===== src/rtl/apb_timer_slave_if.sv =====
// apb_timer_slave_if
//   APB bus bundle between the initiator and the timer completer.
//   Signals: PSEL, PENABLE, PWRITE, PADDR[3:0], PWDATA, PSTRB[3:0] (initiator -> completer);
//            PREADY, PRDATA, PSLVERR (completer -> initiator).
//   Modports: master (initiator side), slave (completer side).
interface apb_timer_slave_if #(
  parameter int DATA_W = 32
) ();
  logic              PSEL;
  logic              PENABLE;
  logic              PWRITE;
  logic [3:0]        PADDR;
  logic [DATA_W-1:0] PWDATA;
  logic [3:0]        PSTRB;
  logic              PREADY;
  logic [DATA_W-1:0] PRDATA;
  logic              PSLVERR;

  modport master (
    output PSEL, PENABLE, PWRITE, PADDR, PWDATA, PSTRB,
    input  PREADY, PRDATA, PSLVERR
  );

  modport slave (
    input  PSEL, PENABLE, PWRITE, PADDR, PWDATA, PSTRB,
    output PREADY, PRDATA, PSLVERR
  );
endinterface


===== src/rtl/apb_timer_slave.sv =====
// apb_timer_slave
//   APB completer with a down-counting timer (reload, expiry status, level IRQ).
//   Register map: 0x0 CTRL {IRQ_EN, AUTO_RELOAD, EN}, 0x4 LOAD, 0x8 COUNT (RO), 0xC STATUS {EXP, W1C}.
//   Ports:
//     PCLK   - bus clock, rising edge
//     PRESET - asynchronous active-high reset
//     apb    - APB completer bundle (apb_timer_slave_if.slave)
//     IRQ_O  - timer interrupt, EXP & IRQ_EN
//   Parameters: WAIT_STATES (0..15) access-phase wait cycles, DATA_W register width.
//   Build option: define APB_TIMER_PSTRB_EN to honour PSTRB byte strobes on writes;
//   otherwise every write is full-word.
//
//   state | meaning
//   IDLE  | waiting for a setup phase
//   WAIT  | access phase, PREADY held low while wcnt runs down
//   RESP  | PREADY high for one cycle with PRDATA/PSLVERR
module apb_timer_slave #(
  parameter int WAIT_STATES = 1,
  parameter int DATA_W      = 32
) (
  input  logic               PCLK,
  input  logic               PRESET,
  apb_timer_slave_if.slave   apb,
  output logic               IRQ_O
);

  localparam logic [1:0] S_IDLE = 2'd0;
  localparam logic [1:0] S_WAIT = 2'd1;
  localparam logic [1:0] S_RESP = 2'd2;

  logic [1:0]        state_q, state_d;
  logic [3:0]        wcnt_q, wcnt_d;

  // transfer captured at setup decode
  logic [1:0]        aidx_q;
  logic              write_q;
  logic              err_q;
  logic [DATA_W-1:0] wdata_q;
  logic [DATA_W-1:0] rhold_q;

  logic [2:0]        ctrl_q, ctrl_d;
  logic [DATA_W-1:0] load_q, load_d;
  logic [DATA_W-1:0] count_q, count_d;
  logic              exp_q, exp_d;

  logic              pready_q, pslverr_q;
  logic [DATA_W-1:0] prdata_q;

  logic              setup;
  logic              live_err;
  logic [DATA_W-1:0] live_rdata;
  logic              enter_resp;
  logic              commit;
  logic              expire;
  logic [1:0]        c_idx;
  logic              c_write;
  logic              c_err;
  logic [DATA_W-1:0] c_wdata;
  logic [DATA_W-1:0] c_rdata;
  logic [DATA_W-1:0] wmask;

`ifdef APB_TIMER_PSTRB_EN
  logic [3:0]        strb_q;
  logic [3:0]        c_strb;
  logic [1:0]        bsel;
`endif

  assign setup    = (state_q == S_IDLE) && apb.PSEL && !apb.PENABLE;
  assign live_err = (apb.PADDR[1:0] != 2'b00) || (apb.PWRITE && apb.PADDR[3:2] == 2'd2);

  always_comb begin
    live_rdata = '0;
    case (apb.PADDR[3:2])
      2'd0:    live_rdata = {{(DATA_W-3){1'b0}}, ctrl_q};
      2'd1:    live_rdata = load_q;
      2'd2:    live_rdata = count_q;
      default: live_rdata = {{(DATA_W-1){1'b0}}, exp_q};
    endcase
  end

  always_comb begin
    state_d = state_q;
    wcnt_d  = wcnt_q;
    case (state_q)
      S_IDLE: begin
        if (setup) begin
          if (WAIT_STATES == 0) begin
            state_d = S_RESP;
          end else begin
            state_d = S_WAIT;
            wcnt_d  = 4'(WAIT_STATES);
          end
        end
      end
      S_WAIT: begin
        if (!apb.PSEL)            state_d = S_IDLE;
        else if (wcnt_q == 4'd1)  state_d = S_RESP;
        else                      wcnt_d  = wcnt_q - 4'd1;
      end
      S_RESP:  state_d = S_IDLE;
      default: state_d = S_IDLE;
    endcase
  end

  // The write is applied on the edge that enters RESP rather than at setup, so an
  // initiator that drops PSEL during WAIT leaves the registers untouched. With
  // WAIT_STATES==0 that edge is the setup edge itself, hence the live/captured mux.
  assign enter_resp = (state_d == S_RESP) && (state_q != S_RESP);
  assign c_idx   = (state_q == S_IDLE) ? apb.PADDR[3:2] : aidx_q;
  assign c_write = (state_q == S_IDLE) ? apb.PWRITE     : write_q;
  assign c_err   = (state_q == S_IDLE) ? live_err       : err_q;
  assign c_wdata = (state_q == S_IDLE) ? apb.PWDATA     : wdata_q;
  assign c_rdata = (state_q == S_IDLE) ? live_rdata     : rhold_q;
  assign commit  = enter_resp && c_write && !c_err;

`ifdef APB_TIMER_PSTRB_EN
  assign c_strb = (state_q == S_IDLE) ? apb.PSTRB : strb_q;
  always_comb begin
    wmask = '0;
    bsel  = 2'd0;
    for (int i = 0; i < DATA_W; i++) begin
      bsel     = (i >= 24) ? 2'd3 : 2'(i / 8);
      wmask[i] = c_strb[bsel];
    end
  end
`else
  assign wmask = '1;
`endif

  assign expire = ctrl_q[0] && (count_q == '0);

  always_comb begin
    ctrl_d  = ctrl_q;
    load_d  = load_q;
    count_d = count_q;
    exp_d   = exp_q;
    if (ctrl_q[0]) begin
      if (count_q != '0)   count_d = count_q - DATA_W'(1);
      else if (ctrl_q[1])  count_d = load_q;
      else                 ctrl_d[0] = 1'b0;
    end
    // bus writes override the timer's own update in the same cycle
    if (commit) begin
      case (c_idx)
        2'd0: ctrl_d = (ctrl_q & ~wmask[2:0]) | (c_wdata[2:0] & wmask[2:0]);
        2'd1: begin
          load_d  = (load_q & ~wmask) | (c_wdata & wmask);
          count_d = load_d;
        end
        2'd3: if (c_wdata[0] && wmask[0]) exp_d = 1'b0;
        default: ;
      endcase
    end
    // expiry set beats a simultaneous W1C
    if (expire) exp_d = 1'b1;
  end

  always_ff @(posedge PCLK or posedge PRESET) begin
    if (PRESET) begin
      state_q   <= S_IDLE;
      wcnt_q    <= '0;
      aidx_q    <= '0;
      write_q   <= 1'b0;
      err_q     <= 1'b0;
      wdata_q   <= '0;
      rhold_q   <= '0;
      ctrl_q    <= '0;
      load_q    <= '0;
      count_q   <= '0;
      exp_q     <= 1'b0;
      pready_q  <= 1'b0;
      pslverr_q <= 1'b0;
      prdata_q  <= '0;
`ifdef APB_TIMER_PSTRB_EN
      strb_q    <= '0;
`endif
    end else begin
      state_q   <= state_d;
      wcnt_q    <= wcnt_d;
      ctrl_q    <= ctrl_d;
      load_q    <= load_d;
      count_q   <= count_d;
      exp_q     <= exp_d;
      if (setup) begin
        aidx_q  <= apb.PADDR[3:2];
        write_q <= apb.PWRITE;
        err_q   <= live_err;
        wdata_q <= apb.PWDATA;
        rhold_q <= live_rdata;
`ifdef APB_TIMER_PSTRB_EN
        strb_q  <= apb.PSTRB;
`endif
      end
      pready_q  <= enter_resp;
      pslverr_q <= enter_resp && c_err;
      prdata_q  <= (enter_resp && !c_err && !c_write) ? c_rdata : '0;
    end
  end

  assign apb.PREADY  = pready_q;
  assign apb.PSLVERR = pslverr_q;
  assign apb.PRDATA  = prdata_q;
  assign IRQ_O       = exp_q && ctrl_q[2];

endmodule

===== src/flat_wrapper.sv =====
// flat-port wrapper written by rule: the top's interface ports become plain ports
module apb_timer_slave_flat 
#(
  parameter int WAIT_STATES = 1,
  parameter int DATA_W      = 32
)
  (PCLK, PRESET, IRQ_O, apb_PSEL, apb_PENABLE, apb_PWRITE, apb_PADDR, apb_PWDATA, apb_PSTRB, apb_PREADY, apb_PRDATA, apb_PSLVERR);
  apb_timer_slave_if #(.DATA_W(DATA_W)) apb_i ();
  input  logic PCLK;
  input  logic PRESET;
  output logic IRQ_O;
  input wire logic [$bits(apb_i.PSEL)-1:0] apb_PSEL;
  input wire logic [$bits(apb_i.PENABLE)-1:0] apb_PENABLE;
  input wire logic [$bits(apb_i.PWRITE)-1:0] apb_PWRITE;
  input wire logic [$bits(apb_i.PADDR)-1:0] apb_PADDR;
  input wire logic [$bits(apb_i.PWDATA)-1:0] apb_PWDATA;
  input wire logic [$bits(apb_i.PSTRB)-1:0] apb_PSTRB;
  output wire logic [$bits(apb_i.PREADY)-1:0] apb_PREADY;
  output wire logic [$bits(apb_i.PRDATA)-1:0] apb_PRDATA;
  output wire logic [$bits(apb_i.PSLVERR)-1:0] apb_PSLVERR;
  assign apb_i.PSEL = apb_PSEL;
  assign apb_i.PENABLE = apb_PENABLE;
  assign apb_i.PWRITE = apb_PWRITE;
  assign apb_i.PADDR = apb_PADDR;
  assign apb_i.PWDATA = apb_PWDATA;
  assign apb_i.PSTRB = apb_PSTRB;
  assign apb_PREADY = apb_i.PREADY;
  assign apb_PRDATA = apb_i.PRDATA;
  assign apb_PSLVERR = apb_i.PSLVERR;
  apb_timer_slave #(.WAIT_STATES(WAIT_STATES), .DATA_W(DATA_W)) u_core (.PCLK(PCLK), .PRESET(PRESET), .apb(apb_i), .IRQ_O(IRQ_O));
endmodule

===== config.mk =====
export PLATFORM = sky130hd
export DESIGN_NAME = apb_timer_slave_flat
export DESIGN_NICKNAME = d
export VERILOG_FILES = /design/src/rtl/apb_timer_slave_if.sv /design/src/rtl/apb_timer_slave.sv /design/src/flat_wrapper.sv
export SDC_FILE = /design/constraint.sdc
export NUM_CORES = 1
export LEC_CHECK = 0
export ABC_AREA = 0
export BUFFER_PORTS_ARGS = -buffer_cell sky130_fd_sc_hd__buf_2
export CAP_MARGIN = 5
export CORE_MARGIN = 8
export CORE_UTILIZATION = 64
export DETAILED_ROUTE_END_ITERATION = 16
export GPL_ROUTABILITY_DRIVEN = 0
export PLACE_DENSITY = 0.85
export SYNTH_ARGS = -nofsm -noshare
export SYNTH_HDL_FRONTEND = slang
export SYNTH_SLANG_ARGS = --single-unit

===== constraint.sdc =====
create_clock -name PCLK -period 9.3 [get_ports PCLK]
set_clock_uncertainty 0.2 [all_clocks]
set_input_delay 1.86 -clock PCLK [delete_from_list [all_inputs] [get_ports PCLK]]
set_output_delay 1.86 -clock PCLK [all_outputs]
set_load 0.03 [all_outputs]

==> impl_metrics.toml <==
[power_and_ir_drop]
p_per_area_nw_per_um2 = 255
internal_power_mw = 1.62
switchingPower_mw = 0.817
combPwrFrac_pct = 24.0
seqPwrFrac_pct = 47.2
vdd_drop_max_mv = 0.202
total_power_mw = 2.44
swShare_pct = 33.5
pwr-share-clk_pct = 28.8
power_leakage_nw = 4.30

[placed_design]
place_hpwl_um = 13100
port-buffer-count = 75
place_ws_ns = 4.67

[critical_path]
critical_path.max_fanout = 40
crit_path_end_kind = "register"
critPathBufInv = 2
critPathArrivalTime_ns = 4.31
crit_type = "input pin to register"
crit_start = "apb_PADDR[3]"
worst_setup_path_start_kind = "input pin"
crit_family = "simple AND/OR/NAND/NOR gates"
rrSetupSlack_ns = 5.53
slowest_stage = "or4b_2"
r2r-start = "u_core.count_q[24]"
cp_cell_sequence = "buf_2 -> or4b_2 -> o21ai_0 -> and3_2 -> buf_4 -> and3_1 -> a41o_1 -> a21oi_1"
required_ns = 9.39
max_stage_delay_ns = 0.66

[synth]
post_synth.cell_area_avg_sq_um = 9.59
syn_area_sq_um = 8570
ys_types = 65
syn_nets = 943
syn_inst = 894
async_flop_share_pct = 100
ys_warn_count = 0
ys_seq_area_share_pct = 51.4
synth-edff-count = 0
ys_ff_latch = 176
ys.flop_type = "dfrtp_1"

[clock_tree]
cts_buffers = 17
cts_resized = 0
cts_tree = "built"
clkLatencyLatePin_ns = 0.43
htreeDepth = 4
clockBufferDepth = 2
cts_setup_buffers = 0
hold_buffers = 0
clk_pin_slew_ns = 0.06
root_buffer = "clkbuf_16"
cts_sinks = 176

[timing]
tns_ns = 0
min_period_over_period_pct = 45.3
setup_violations = 0
fin_crit_ns = 4.21
rsz0062_at_grt = "no"
fmax_mhz = 237
relSlewSlack_pct = 27.4
timing.final.ws_setup_ns = 5.09
hold_viol_final = 0
slew_violations = 0
worstMarginPinSlew_ns = 1.09

[grt]
grt_usage_pct = 24.3
grt_pass1_vias = 6709
antenna_found_initial = 0
overflow = 0
grt_pass1_wl_um = 34400
grt_max_degree = 110

[floorplan]
fp.dieW_um = 132
rows = 42
io_pins = 80
start_util_pct = 65.0
core-area_sq_um = 13200
die-area_sq_um = 17400
dieHeight_um = 132

[routing]
ant_nets = 0
dr.pass1.iters = 5
first_iter_violations = 1028
wire_per_inst_um = 18.6
wl_met3_um = 1720
vias = 7128
drt-total-wl_um = 20800
drc = 0
via_per_inst = 6.38
topRoutingLayerUsed = "met4"
drt-met1-wl_um = 9060
dr_wl_met2_um = 9610

[layout]
nets = 977
layout_common_cells = "dfrtp_1 (176), nor2_1 (110), nand2_1 (104)"
syn_to_final_growth_pct = 11.7
drive_gt1_share_pct = 18.6
mostFrequentLayoutCell = "dfrtp_1"
diodes = 0

[worst_hold_path]
min_from = "u_core.wdata_q[26]"
hold_path_class = "register to register"

[flow_run]
drv_cap = 0

[run_status]
status = "finished, final reports clean"
kinds of logic after synthesis:
kind of cell	after synthesis	share of synthesized area, %
AO/OA/AOI/OAI	232	17.8
buffers and inverters	79	3.69
XOR/XNOR	8	0.817
AND/OR/NAND/NOR	340	18.5
adder cells (fa/ha/maj)	4	0.584
multiplexers	55	7.16
flip-flops	176	51.4
area by class of cell:
| class | count | area [sq um] |
|---|---|---|
| flip-flops and latches | 176 | 4400 |
| fillers | 982 | 3610 |
| multi-input cells | 639 | 3880 |
| well taps | 176 | 220 |
| clock inverters | 13 | 140 |
| repair buffers | 86 | 458 |
| clock buffers | 19 | 443 |
| inverters | 8 | 35.0 |
registers in the layout, summed over array words and instances (netlist names), 2 cells and up:
signal             count
u_core.count_q        32
u_core.apb.PRDATA     32
u_core.wdata_q        32
u_core.load_q         32
u_core.wcnt_q          4
u_core.aidx_q          2
u_core.ctrl_q          3
u_core.state_q         2
u_core.rhold_q        32
per-stage QoR:
stage / utilization, % / hold WS [ns] / area (sq um) / std cells
2_1_floorplan: - / 0.256 / 8570 / 894
3_3_place_gp: 68.2 / 0.285 / 8990 / 1085
3_5_place_dp: 68.2 / 0.294 / 8990 / 1085
4_1_cts: 72.6 / 0.308 / 9580 / 1117
5_1_grt: 72.6 / 0.316 / 9580 / 1117
6_report: 72.6 / 0.307 / 9580 / 1117
cell usage after synthesis (all sizes together), types with 3 or more instances:
library cell / count / area, sq um
nand3: 23 / 115
o32ai: 3 / 26.3
o21ai: 34 / 170
a21o: 5 / 37.5
inv: 8 / 30.0
ha: 4 / 50.1
a31oi: 7 / 43.8
o31ai: 3 / 22.5
nor2: 112 / 428
mux2i: 13 / 130
buf: 12 / 65.1
and4: 4 / 35.0
o21a: 5 / 37.5
a211o: 4 / 35.0
nand2b: 6 / 37.5
nand2: 104 / 390
a22oi: 37 / 278
and3: 12 / 75.1
dfrtp: 176 / 4400
clkbuf: 59 / 221
a32oi: 5 / 43.8
or2: 3 / 18.8
or4: 9 / 71.3
nor4: 13 / 87.6
nor3b: 3 / 22.5
xnor2: 6 / 52.6
a21oi: 69 / 345
nand4: 7 / 43.8
a211oi: 35 / 263
and2: 5 / 31.3
mux2: 41 / 462
or3: 5 / 31.3
nor2b: 5 / 31.3
nor3: 24 / 125
a2bb2oi: 3 / 26.3
final timing paths:
| check | endpoint | depth (start not counted) |
|---|---|---|
| setup / recovery | u_core.count_q[16] | 8 |
| hold / removal | u_core.wdata_q[26] | 1 |
| setup reg to reg | u_core.count_q[10] | 6 |
| hold reg to reg | u_core.wdata_q[26] | 1 |
| max in group asynchronous | u_core.load_q[5] | 3 |
| min in group asynchronous | u_core.apb.PRDATA[25] | 2 |
worst register-to-register path, delay by kind of cell (launching register included):
family	cells	cell delay (ns)
AND/OR/NAND/NOR	4	2.49
AO/OA/AOI/OAI	2	0.48
flip-flops	1	0.44
routing by layer:
metal	track usage (%)	vias up
li1	-	3304
met1	32.6	3453
met2	37.3	336
met3	5.75	35
met4	9.76	0
met5	0	-
power by group through the flow:
| stage | sequential [mW] | clock [mW] | combinational [mW] |
|---|---|---|---|
| after global placement | 1.14 | 0 | 0.550 |
| after global routing | 1.18 | 0.742 | 0.653 |
| after detailed placement | 1.15 | 0 | 0.573 |
| final | 1.15 | 0.703 | 0.586 |
| after CTS | 1.14 | 0.709 | 0.583 |
| after floorplan | 1.09 | 0 | 0.483 |
Note: power is estimated with default switching activity, not from simulation.
